[src/rtl/vga_pkg.sv]
// -----------------------------------------------------------------------------
// vga_pkg
// Shared types and helpers for the VGA output path.
//   mode_e        : frame-latched colour source selection
//   BRIGHT_UNITY  : brightness code that leaves colour unchanged
//   expand_bits() : MSB-first bit replication from in_w to out_w bits
// -----------------------------------------------------------------------------
package vga_pkg;

  typedef enum logic [1:0] {
    MODE_PASS  = 2'd0,
    MODE_BARS  = 2'd1,
    MODE_GRAY  = 2'd2,
    MODE_BLACK = 2'd3
  } mode_e;

  localparam logic [3:0] BRIGHT_UNITY = 4'd15;

  // Widest channel widths the helpers support.
  localparam int MAX_IN_W  = 8;
  localparam int MAX_OUT_W = 10;

  // Replicates the in_w-bit value (right-aligned in 'value') MSB-first until
  // out_w bits are filled, dropping whatever does not fit. The result is
  // right-aligned. All-ones stays all-ones and zero stays zero.
  // Example: in_w=3, out_w=8, value=3'b011 -> 8'b011_011_01.
  function automatic logic [MAX_OUT_W-1:0] expand_bits(
    input logic [MAX_IN_W-1:0] value,
    input int                  in_w,
    input int                  out_w
  );
    logic [MAX_OUT_W-1:0] result;
    result = '0;
    for (int j = 0; j < MAX_OUT_W; j++) begin
      if (j < out_w) begin
        result[4'(out_w - 1 - j)] = value[3'(in_w - 1 - (j % in_w))];
      end
    end
    return result;
  endfunction

endpackage

[src/rtl/vga_bar_counter.sv]
// -----------------------------------------------------------------------------
// vga_bar_counter
// Tracks which test-pattern bar the pixel currently in stage 1 belongs to.
// The first visible pixel of a line is column 0; every H_ACTIVE/BAR_COUNT
// visible pixels the bar index advances, saturating at the last bar. Any
// cycle with video_on low clears the position.
// Ports:
//   clk, rst  : pixel clock, asynchronous active-high reset
//   video_on  : visible-area flag for the pixel being registered this edge
//   bar_idx   : bar index of the registered pixel (0..BAR_COUNT-1)
// -----------------------------------------------------------------------------
module vga_bar_counter #(
  parameter int H_ACTIVE  = 640,
  parameter int BAR_COUNT = 8,
  localparam int BAR_W    = (BAR_COUNT > 1) ? $clog2(BAR_COUNT) : 1
) (
  input  logic             clk,
  input  logic             rst,
  input  logic             video_on,
  output logic [BAR_W-1:0] bar_idx
);

  localparam int BAR_LEN = H_ACTIVE / BAR_COUNT;
  localparam int CNT_W   = (BAR_LEN > 1) ? $clog2(BAR_LEN) : 1;

  localparam logic [CNT_W-1:0] CNT_LAST = CNT_W'(BAR_LEN - 1);
  localparam logic [BAR_W-1:0] IDX_LAST = BAR_W'(BAR_COUNT - 1);

  logic [CNT_W-1:0] bar_cnt;
  // High when the pixel held in the counters was visible, so the next
  // visible pixel continues the line instead of starting it.
  logic             in_line;

  // NOTE: sequential state is assigned with <= so every register samples the
  // pre-edge values of its neighbours, independent of statement order.
  always_ff @(posedge clk or posedge rst) begin
    if (rst) begin
      bar_cnt <= '0;
      bar_idx <= '0;
      in_line <= 1'b0;
    end else if (!video_on) begin
      bar_cnt <= '0;
      bar_idx <= '0;
      in_line <= 1'b0;
    end else if (!in_line) begin
      // First visible pixel of the line sits at column 0 of bar 0.
      bar_cnt <= '0;
      bar_idx <= '0;
      in_line <= 1'b1;
    end else if (bar_cnt == CNT_LAST) begin
      bar_cnt <= '0;
      if (bar_idx != IDX_LAST) begin
        bar_idx <= bar_idx + BAR_W'(1);
      end
    end else begin
      bar_cnt <= bar_cnt + CNT_W'(1);
    end
  end

endmodule

[src/rtl/vga_color_pipe.sv]
// -----------------------------------------------------------------------------
// vga_color_pipe
// Two-stage registered VGA colour output stage.
//   Stage 1: registers colour, syncs, video_on and the bar position; detects
//            the active v_sync edge and loads the shadow mode/brightness.
//   Stage 2: selects the colour source (pass / bars / gray / black), expands
//            each channel to OUT_BITS, scales by brightness, blanks outside
//            the visible area and registers the DAC outputs.
// Ports:
//   clk, rst                       : pixel clock, async active-high reset
//   color_in [3*IN_BITS]           : packed {R,G,B}, R in the MSBs
//   h_sync_in, v_sync_in           : syncs from the timing generator
//   video_on_in                    : visible-area flag
//   mode_in [2], bright_in [4]     : requested mode/brightness, latched only
//                                    on the active v_sync edge
//   vga_r/g/b [OUT_BITS]           : colour to the DAC (2-cycle latency)
//   h_sync_out, v_sync_out,
//   video_on_out                   : inputs delayed 2 cycles
//   frame_tick                     : high for the one cycle following the
//                                    edge on which the shadow registers load
// -----------------------------------------------------------------------------
module vga_color_pipe
  import vga_pkg::*;
#(
  parameter int IN_BITS         = 3,
  parameter int OUT_BITS        = 8,
  parameter bit SYNC_ACTIVE_LOW = 1'b1,
  parameter int H_ACTIVE        = 640,
  parameter int BAR_COUNT       = 8
) (
  input  logic                 clk,
  input  logic                 rst,
  input  logic [3*IN_BITS-1:0] color_in,
  input  logic                 h_sync_in,
  input  logic                 v_sync_in,
  input  logic                 video_on_in,
  input  logic [1:0]           mode_in,
  input  logic [3:0]           bright_in,
  output logic [OUT_BITS-1:0]  vga_r,
  output logic [OUT_BITS-1:0]  vga_g,
  output logic [OUT_BITS-1:0]  vga_b,
  output logic                 h_sync_out,
  output logic                 v_sync_out,
  output logic                 video_on_out,
  output logic                 frame_tick
);

  localparam int   BAR_W     = (BAR_COUNT > 1) ? $clog2(BAR_COUNT) : 1;
  // Moves bar_idx into the top bits of the 3-bit bar colour code.
  localparam int   K_SHIFT   = 3 - BAR_W;
  localparam int   PROD_W    = OUT_BITS + 5;
  localparam logic SYNC_IDLE = SYNC_ACTIVE_LOW;
  localparam logic SYNC_ACT  = ~SYNC_ACTIVE_LOW;

  // ---------------------------------------------------------------------------
  // Stage 1: input registers, frame-boundary detection, shadow settings
  // ---------------------------------------------------------------------------
  logic [3*IN_BITS-1:0] color_s1;
  logic                 h_sync_s1;
  logic                 v_sync_s1;
  logic                 video_on_s1;
  mode_e                shadow_mode;
  logic [3:0]           shadow_bright;
  logic [BAR_W-1:0]     bar_idx;
  logic                 v_sync_edge;

  assign v_sync_edge = (v_sync_in == SYNC_ACT) && (v_sync_s1 == SYNC_IDLE);

  always_ff @(posedge clk or posedge rst) begin
    if (rst) begin
      color_s1      <= '0;
      h_sync_s1     <= SYNC_IDLE;
      v_sync_s1     <= SYNC_IDLE;
      video_on_s1   <= 1'b0;
      shadow_mode   <= MODE_PASS;
      shadow_bright <= BRIGHT_UNITY;
      frame_tick    <= 1'b0;
    end else begin
      color_s1    <= color_in;
      h_sync_s1   <= h_sync_in;
      v_sync_s1   <= v_sync_in;
      video_on_s1 <= video_on_in;
      frame_tick  <= v_sync_edge;
      // Settings only change at the frame boundary so a frame never tears.
      // The pixel entering stage 2 on this edge still sees the old values.
      if (v_sync_edge) begin
        shadow_mode   <= mode_e'(mode_in);
        shadow_bright <= bright_in;
      end
    end
  end

  vga_bar_counter #(
    .H_ACTIVE  (H_ACTIVE),
    .BAR_COUNT (BAR_COUNT)
  ) u_bar_counter (
    .clk      (clk),
    .rst      (rst),
    .video_on (video_on_in),
    .bar_idx  (bar_idx)
  );

  // ---------------------------------------------------------------------------
  // Stage 2: source select, expansion, brightness, blanking
  // ---------------------------------------------------------------------------
  logic [IN_BITS-1:0]   in_r;
  logic [IN_BITS-1:0]   in_g;
  logic [IN_BITS-1:0]   in_b;
  logic [2:0]           bar_k;
  logic [IN_BITS+1:0]   gray_sum;
  logic [IN_BITS-1:0]   gray_val;
  logic [4:0]           bright_factor;
  logic [IN_BITS-1:0]   src [3];
  logic [OUT_BITS-1:0]  pix [3];

  assign in_r = color_s1[3*IN_BITS-1 -: IN_BITS];
  assign in_g = color_s1[2*IN_BITS-1 -: IN_BITS];
  assign in_b = color_s1[IN_BITS-1   -: IN_BITS];

  // Bar colour code: bit 2 = red, bit 1 = green, bit 0 = blue.
  assign bar_k = 3'(bar_idx) << K_SHIFT;

  // Luma approximation R/4 + G/2 + B/4; the sum never exceeds 4*max, so the
  // shifted result always fits back into IN_BITS.
  assign gray_sum = {2'b00, in_r} + {1'b0, in_g, 1'b0} + {2'b00, in_b};
  assign gray_val = IN_BITS'(gray_sum >> 2);

  assign bright_factor = {1'b0, shadow_bright} + 5'd1;

  // NOTE: every always_comb output gets a default before the case so no
  // path can leave it unassigned and infer a latch.
  always_comb begin
    src[0] = in_r;
    src[1] = in_g;
    src[2] = in_b;
    case (shadow_mode)
      MODE_PASS: ;
      MODE_BARS: begin
        src[0] = {IN_BITS{bar_k[2]}};
        src[1] = {IN_BITS{bar_k[1]}};
        src[2] = {IN_BITS{bar_k[0]}};
      end
      MODE_GRAY: begin
        src[0] = gray_val;
        src[1] = gray_val;
        src[2] = gray_val;
      end
      MODE_BLACK: begin
        src[0] = '0;
        src[1] = '0;
        src[2] = '0;
      end
      default: ;
    endcase
  end

  // Per-channel expansion and brightness scaling. The product is kept at
  // full width so bright=15 (factor 16) is an exact identity after >> 4.
  for (genvar ch = 0; ch < 3; ch++) begin : g_chan
    logic [OUT_BITS-1:0] expanded;
    logic [PROD_W-1:0]   product;

    assign expanded = OUT_BITS'(expand_bits(MAX_IN_W'(src[ch]), IN_BITS, OUT_BITS));
    assign product  = PROD_W'(expanded) * PROD_W'(bright_factor);
    assign pix[ch]  = video_on_s1 ? OUT_BITS'(product >> 4) : '0;
  end

  always_ff @(posedge clk or posedge rst) begin
    if (rst) begin
      vga_r        <= '0;
      vga_g        <= '0;
      vga_b        <= '0;
      h_sync_out   <= SYNC_IDLE;
      v_sync_out   <= SYNC_IDLE;
      video_on_out <= 1'b0;
    end else begin
      vga_r        <= pix[0];
      vga_g        <= pix[1];
      vga_b        <= pix[2];
      h_sync_out   <= h_sync_s1;
      v_sync_out   <= v_sync_s1;
      video_on_out <= video_on_s1;
    end
  end

endmodule

[config.mk]
export PLATFORM = sky130hd
export DESIGN_NAME = vga_color_pipe
export DESIGN_NICKNAME = d
export VERILOG_FILES = /design/src/rtl/vga_pkg.sv /design/src/rtl/vga_bar_counter.sv /design/src/rtl/vga_color_pipe.sv
export SDC_FILE = /design/constraint.sdc
export NUM_CORES = 1
export LEC_CHECK = 0
export ABC_CLOCK_PERIOD_IN_PS = 5790
export CAP_MARGIN = 20
export CORE_MARGIN = 2
export CORE_UTILIZATION = 42
export DETAILED_ROUTE_END_ITERATION = 8
export PLACE_DENSITY_LB_ADDON = 0.2
export RECOVER_POWER = 100
export SLEW_MARGIN = 20
export SYNTH_ARGS = -nofsm -noshare
export SYNTH_HDL_FRONTEND = slang
export SYNTH_SLANG_ARGS = --single-unit
export TNS_END_PERCENT = 30
[constraint.sdc]
create_clock -name clk -period 5.79 [get_ports clk]
set_input_delay 0.8685 -clock clk [delete_from_list [all_inputs] [get_ports clk]]
set_output_delay 0.8685 -clock clk [all_outputs]
set_load 0.02 [all_outputs]
# Word-level counts from Yosys, hierarchy flattened
# Index checks and enable logic that the tools add are counted.
[classes]
addsub = 5
multipliers = 3
n_div = 0
magnitude_cmp = 0
n_eq_ne = 7
n_shift = 0
n_mux = 12
bitwise_logic = 1
reduce_logical = 2
[op_table]
columns = ["operator", "count"]
rows = [
  ["8-bit by 5-bit multiplier with 12-bit output", 3],
  ["9-bit one-hot mux with 3 select lines", 1],
  ["8-bit two-way mux", 3],
  ["7-bit two-way mux", 3],
  ["3-bit two-way mux", 4],
  ["3-bit inequality test, second input constant", 3],
  ["7-bit by 1-bit adder with 7-bit output, second input constant", 1],
  ["7-bit == test, second input constant", 1],
  ["3-bit by 4-bit adder with 5-bit output", 1],
  ["4-bit by 1-bit adder with 5-bit output, second input constant", 1],
  ["5-bit by 3-bit adder with 5-bit output", 1],
  ["2-bit == test, second input constant", 2],
  ["3-bit by 1-bit adder with 3-bit output, second input constant", 1],
  ["2-bit by 1-bit == test with 1-bit output, second input constant", 1],
  ["2-bit AND reduction", 1],
  ["1-bit logical AND", 1],
  ["1-bit two-way mux", 1],
  ["1-bit inverter", 1],
]
[word_totals]
regBits = 57
latchBits = 0
ramBits = 0
rom_bits = 0
output_inout_bits = 28
word_cells = 46
memories = 0

# Longest topological paths before layout
# Gate-level depths: netlist (run 1).
[logic_depth]
ltp_word = 5
depth_mapped = 20
ltp_nobuf = 20

# Hierarchy
# From an unflattened synthesis (run 1), not the netlist that was laid out.
[hier_totals]
cells_unflattened = 471
hier_area_um2 = 4924.7
[modules_own_cells]
columns = ["mod", "instances", "cells_per_inst", "area_each_um2"]
rows = [
  ["vga_color_pipe", 1, 422, 4393.0],
  ["vga_bar_counter", 1, 49, 531.8],
]

# Worst setup path after synthesis (run 1)
# Ideal clock, no wire load.
[synth_timing]
path_kind = "register to register"
from = "register color_s1[2]"
to = "register vga_r[7]"
setup_time_ns = 0.078
arrival_time_ns = 5.503
path_slack_ns = 0.210
stages_incl_launch_ff = 18
path_buffers = 0
period_less_slack_ns = 5.580
path_cell_list = "dfrtp_1 > fa_1 > ha_1 > and4b_1 > a222oi_1 > nor2_1 > fa_1 > inv_1 > fa_1 > fa_1 > inv_1 > ha_1 > a21o_1 > a2111oi_0 > o31a_1 > nor3b_1 > or3_1 > a21boi_1"
[synth_rtl]
columns = ["item", "line_no", "rtl"]
rows = [
  ["start, declared", "vga_color_pipe.sv:58", "logic [3*IN_BITS-1:0] color_s1;"],
  ["start signal, assigned", "vga_color_pipe.sv:79", "color_s1 <= color_in;"],
  ["end signal, assigned", "vga_color_pipe.sv:177", "vga_r <= pix[0];"],
  ["end, declared", "vga_color_pipe.sv:39", "output logic [OUT_BITS-1:0] vga_r,"],
]

==> metrics.md, run 1 <==
| Metric | Value |
|---|---|
| Core Util, Final | `0.515` |
| Top cell type's share of synthesized area | `0.248` |
| Synth top area cells | `dfrtp_1, fa_1, ha_1` |
| Run status | `complete, but fails checks` |
| Worst hold path class | `reg2reg` |
| Final Cell Area | `0.00583 mm^2` |
| Fin crit period | `5.55 ns` |
| Comb power frac | `0.585` |
| Worst Setup Start Kind | `flip-flop` |
| Iter 0 DRT Violations | `108` |
| Core Region | `0.0113 mm^2` |
| Critical Path Fanout Max | `4` |
| Final Cycle Share | `0.958` |
| NetSw | `792 uW` |
| Synth Flop Type | `dfrtp_1` |
| DP Area | `0.00553 mm^2` |
| Synthesized area per cell | `10.3 um^2` |
| GRT Total Usage | `0.168` |
| Final Max Tran Viols | `57` |
| Starting Density | `0.428` |
| Fmax | `180 MHz` |
| Slowest stage cell on the critical path | `fa_1` |
| HP Start | `h_sync_s1` |
| Fillers | `1030` |
| Die Wd | `111 um` |
| H-tree levels | `2` |
| Final Setup Violations | `0` |
| Clock power share | `0.163` |
| Unique cell type count in the Yosys netlist | `52` |
| Max-capacitance violation count | `1` |
| First-pass GRT wire length | `16800 um` |
| Most used cell along the critical path | `fa_1` |
| Worst-path clk slew | `0.08 ns` |
| Post-Syn Instances | `469` |
| Pwr per Cell Area | `331 mW/mm^2` |
| Synth top cells by count | `inv_1, ha_1, dfrtp_1` |
| Total Die Area | `0.0124 mm^2` |
| Switching Share | `0.411` |
| Routed WL | `9660 um` |
| Final hold violation count | `0` |
| Avg WL per Cell | `14.3 um` |
| # diodes | `0` |
| Router iterations before antenna repair | `4` |
| Via density | `5.04` |
| Vias | `3406` |
| Number of remaining DRC errors | `0` |
| Clock Path Buffers | `2` |
| FF+latch count, synth | `56` |
| Std-Cell Rows | `39` |
| Port Buffers | `47` |
| TritonCTS clock tree | `yes` |
| Initial antenna violation count | `0` |
| Root Driver | `clkbuf_16` |
| Area delta synth->final | `20.3%` |
| Max-slew headroom | `-0.994` |
| Placer's final routability congestion estimate | `0.864` |
| Mapped Nets | `588` |
| Final HPWL DP | `7580 um` |
| Crit path cell chain | `inv_1 -> fa_1 -> and3b_1 -> fa_2 -> xor2_2 -> buf_4 -> a22oi_2 -> nor2_1 -> fa_1 -> fa_1 -> inv_1 -> fa_1 -> inv_1 -> ha_1 -> a21o_1 -> a21o_1 -> a211oi_2 -> o21bai_1 -> or3_1 -> a21boi_1` |
| Max VDD drop | `0.242 mV` |
| PnR Total Power | `1930 uW` |
| Seq pwr share | `0.253` |
| Grt total ovfl | `0` |
| Clk sinks | `56` |
| Die H | `111 um` |
| WHS | `0.357 ns` |
| Worst Path Required | `6.03 ns` |
| Detail Route Antenna Nets | `0` |
| Cell with the most instances after synthesis | `inv_1` |
| CTS Hold Bufs | `0` |
| Crit. End Element | `flip-flop` |
| Worst path max stage delay | `0.59 ns` |
| Post-synth ARST share | `1.00` |
| Setup crit start | `color_s1[1]` |
| Ports | `48` |
| EDFF count, synth | `0` |
| Pin count of the biggest net entering global routing | `57` |
| Slew @ Worst Pin | `2.99 ns` |
| Register area share after synthesis | `0.291` |
| Layout Skew | `0.0111 ns` |
| WP data arrival | `5.79 ns` |
| RSZ-0062 raised after global routing | `yes` |
| Internal power | `1140 uW` |
| Synth area leader | `dfrtp_1` |
| Failing checks | `max-capacitance violations, max-slew violations` |
| Synthesized area | `0.00485 mm^2` |
| Clock latency on the worst-skew pair | `0.31 ns` |
| Leakage | `0.00297 uW` |
| CP Class | `reg2reg` |
| Yosys Warn Count | `0` |
| Worst flop-to-flop path startpoint | `color_s1[1]` |
| Number of global-route vias before repair | `3548` |
| # nets final | `651` |
| Layout cell share with drive strength beyond 1 | `0.137` |
| TritonCTS Buffers | `5` |
## cells in the final DEF, fill, tap and decap left out, types with 6 or more instances in the layout
cell type / synthesis / final
fa_1: 39 / 37
ha_1: 60 / 57
o21a_1: 8 / 7
dfstp_2: 8 / 8
clkdlybuf4s50_1: 0 / 6
and2_1: 16 / 16
nor2b_1: 11 / 11
dlygate4sd3_1: 0 / 41
mux2_2: 8 / 8
o21ai_0: 9 / 9
dfrtp_1: 48 / 48
nand3_1: 9 / 9
or2_2: 11 / 11
a21oi_1: 14 / 14
a21o_1: 9 / 9
nor2_1: 38 / 35
inv_1: 68 / 67
xnor2_1: 27 / 27
buf_4: 0 / 15
## worst paths after layout
kind	depth (start not counted)	endpoint	slack, ns
max	20	vga_g[7]	0.24
min	0	h_sync_out	0.36
max reg2reg	20	vga_g[7]	0.24
min reg2reg	0	h_sync_out	0.36
max in group asynchronous	3	u_bar_counter.bar_cnt[3]	1.96
min in group asynchronous	3	vga_g[1]	2.14
## per-layer routing
layer | up-vias | track usage | wire length (um)
met4 | 0 | 0.0502 | 156
met1 | 1659 | 0.217 | 4480
met5 | - | 0 | 0
met2 | 44 | 0.287 | 4720
met3 | 9 | 0.0332 | 298
li1 | 1694 | - | -
## cell families (layout without fill, tap and decap cells)
group	count (synthesis)	in the layout	synth area share
AND/OR/NAND/NOR	120	120	0.134
flip-flops	56	56	0.291
XOR/XNOR	33	33	0.0596
adder cells (fa/ha/maj)	99	99	0.316
buffers and inverters	76	140	0.0607
AO/OA/AOI/OAI	69	69	0.101
multiplexers	16	16	0.0367
## metrics by stage
step	instances	setup WS [ns]	TNS (ns)
final	676	0.241	0
after global routing	676	-0.0358	-0.0631
after CTS	668	0.0300	0
after detailed placement	660	0.0332	0
after global placement	660	0.181	0
after floorplan	469	0.210	0
## layout make-up
class	count	area, um^2	share of cell area
Tap cell	143	179	0.0307
Inverter	68	255	0.0438
Clock buffer	5	125	0.0215
Timing Repair Buffer	64	598	0.103
Multi-Input combinational cell	337	3240	0.556
Sequential cell	56	1410	0.242
Clock inverter	3	21.3	0.00365
## sequential cells by signal (all words and copies together), names as in the netlist
signal,count
color_s1,9
frame_tick,1
h_sync_out,1
h_sync_s1,1
shadow_bright,4
shadow_mode,2
u_bar_counter.bar_cnt,7
u_bar_counter.bar_idx,3
v_sync_out,1
v_sync_s1,1
vga_b,8
vga_g,8
vga_r,8
video_on_out,1
video_on_s1,1
## power by group through the flow
stage	Sequential [uW]	Clock, uW	Combinational [uW]
after floorplan	550	0	727
after global placement	496	0	1070
after detailed placement	497	0	1080
after CTS	490	326	1090
after global routing	495	348	1280
final	487	313	1130
## worst max-delay path: cells and delay by family, from the launching register on
family / cells / cell delay [ns]
adders and majority gates: 6 / 2.68
AOI/OAI and AO/OA: 6 / 1.18
and+or+nand+nor: 3 / 0.73
DFF: 1 / 0.34
buffers and inverters: 4 / 0.33
xor gates and xnor gates: 1 / 0.21
## repair_timing
item	in CTS	in global routing
resized for setup	0	19
setup endpoints to repair	0	15
setup buffers	0	8
(Power assumes the default switching activity.)
==> inputs of run 2 (changes only) <==
- GPL_TIMING_DRIVEN: default -> 1
==> results of run 2 <==
No change in the layout: final DEF, timing and power equal those of run 1.
==> inputs of run 3 (changes only) <==
- ABC_CLOCK_PERIOD_IN_PS: 5790 -> default
==> results of run 3 <==
No change in the layout: final DEF, timing and power equal those of run 1.
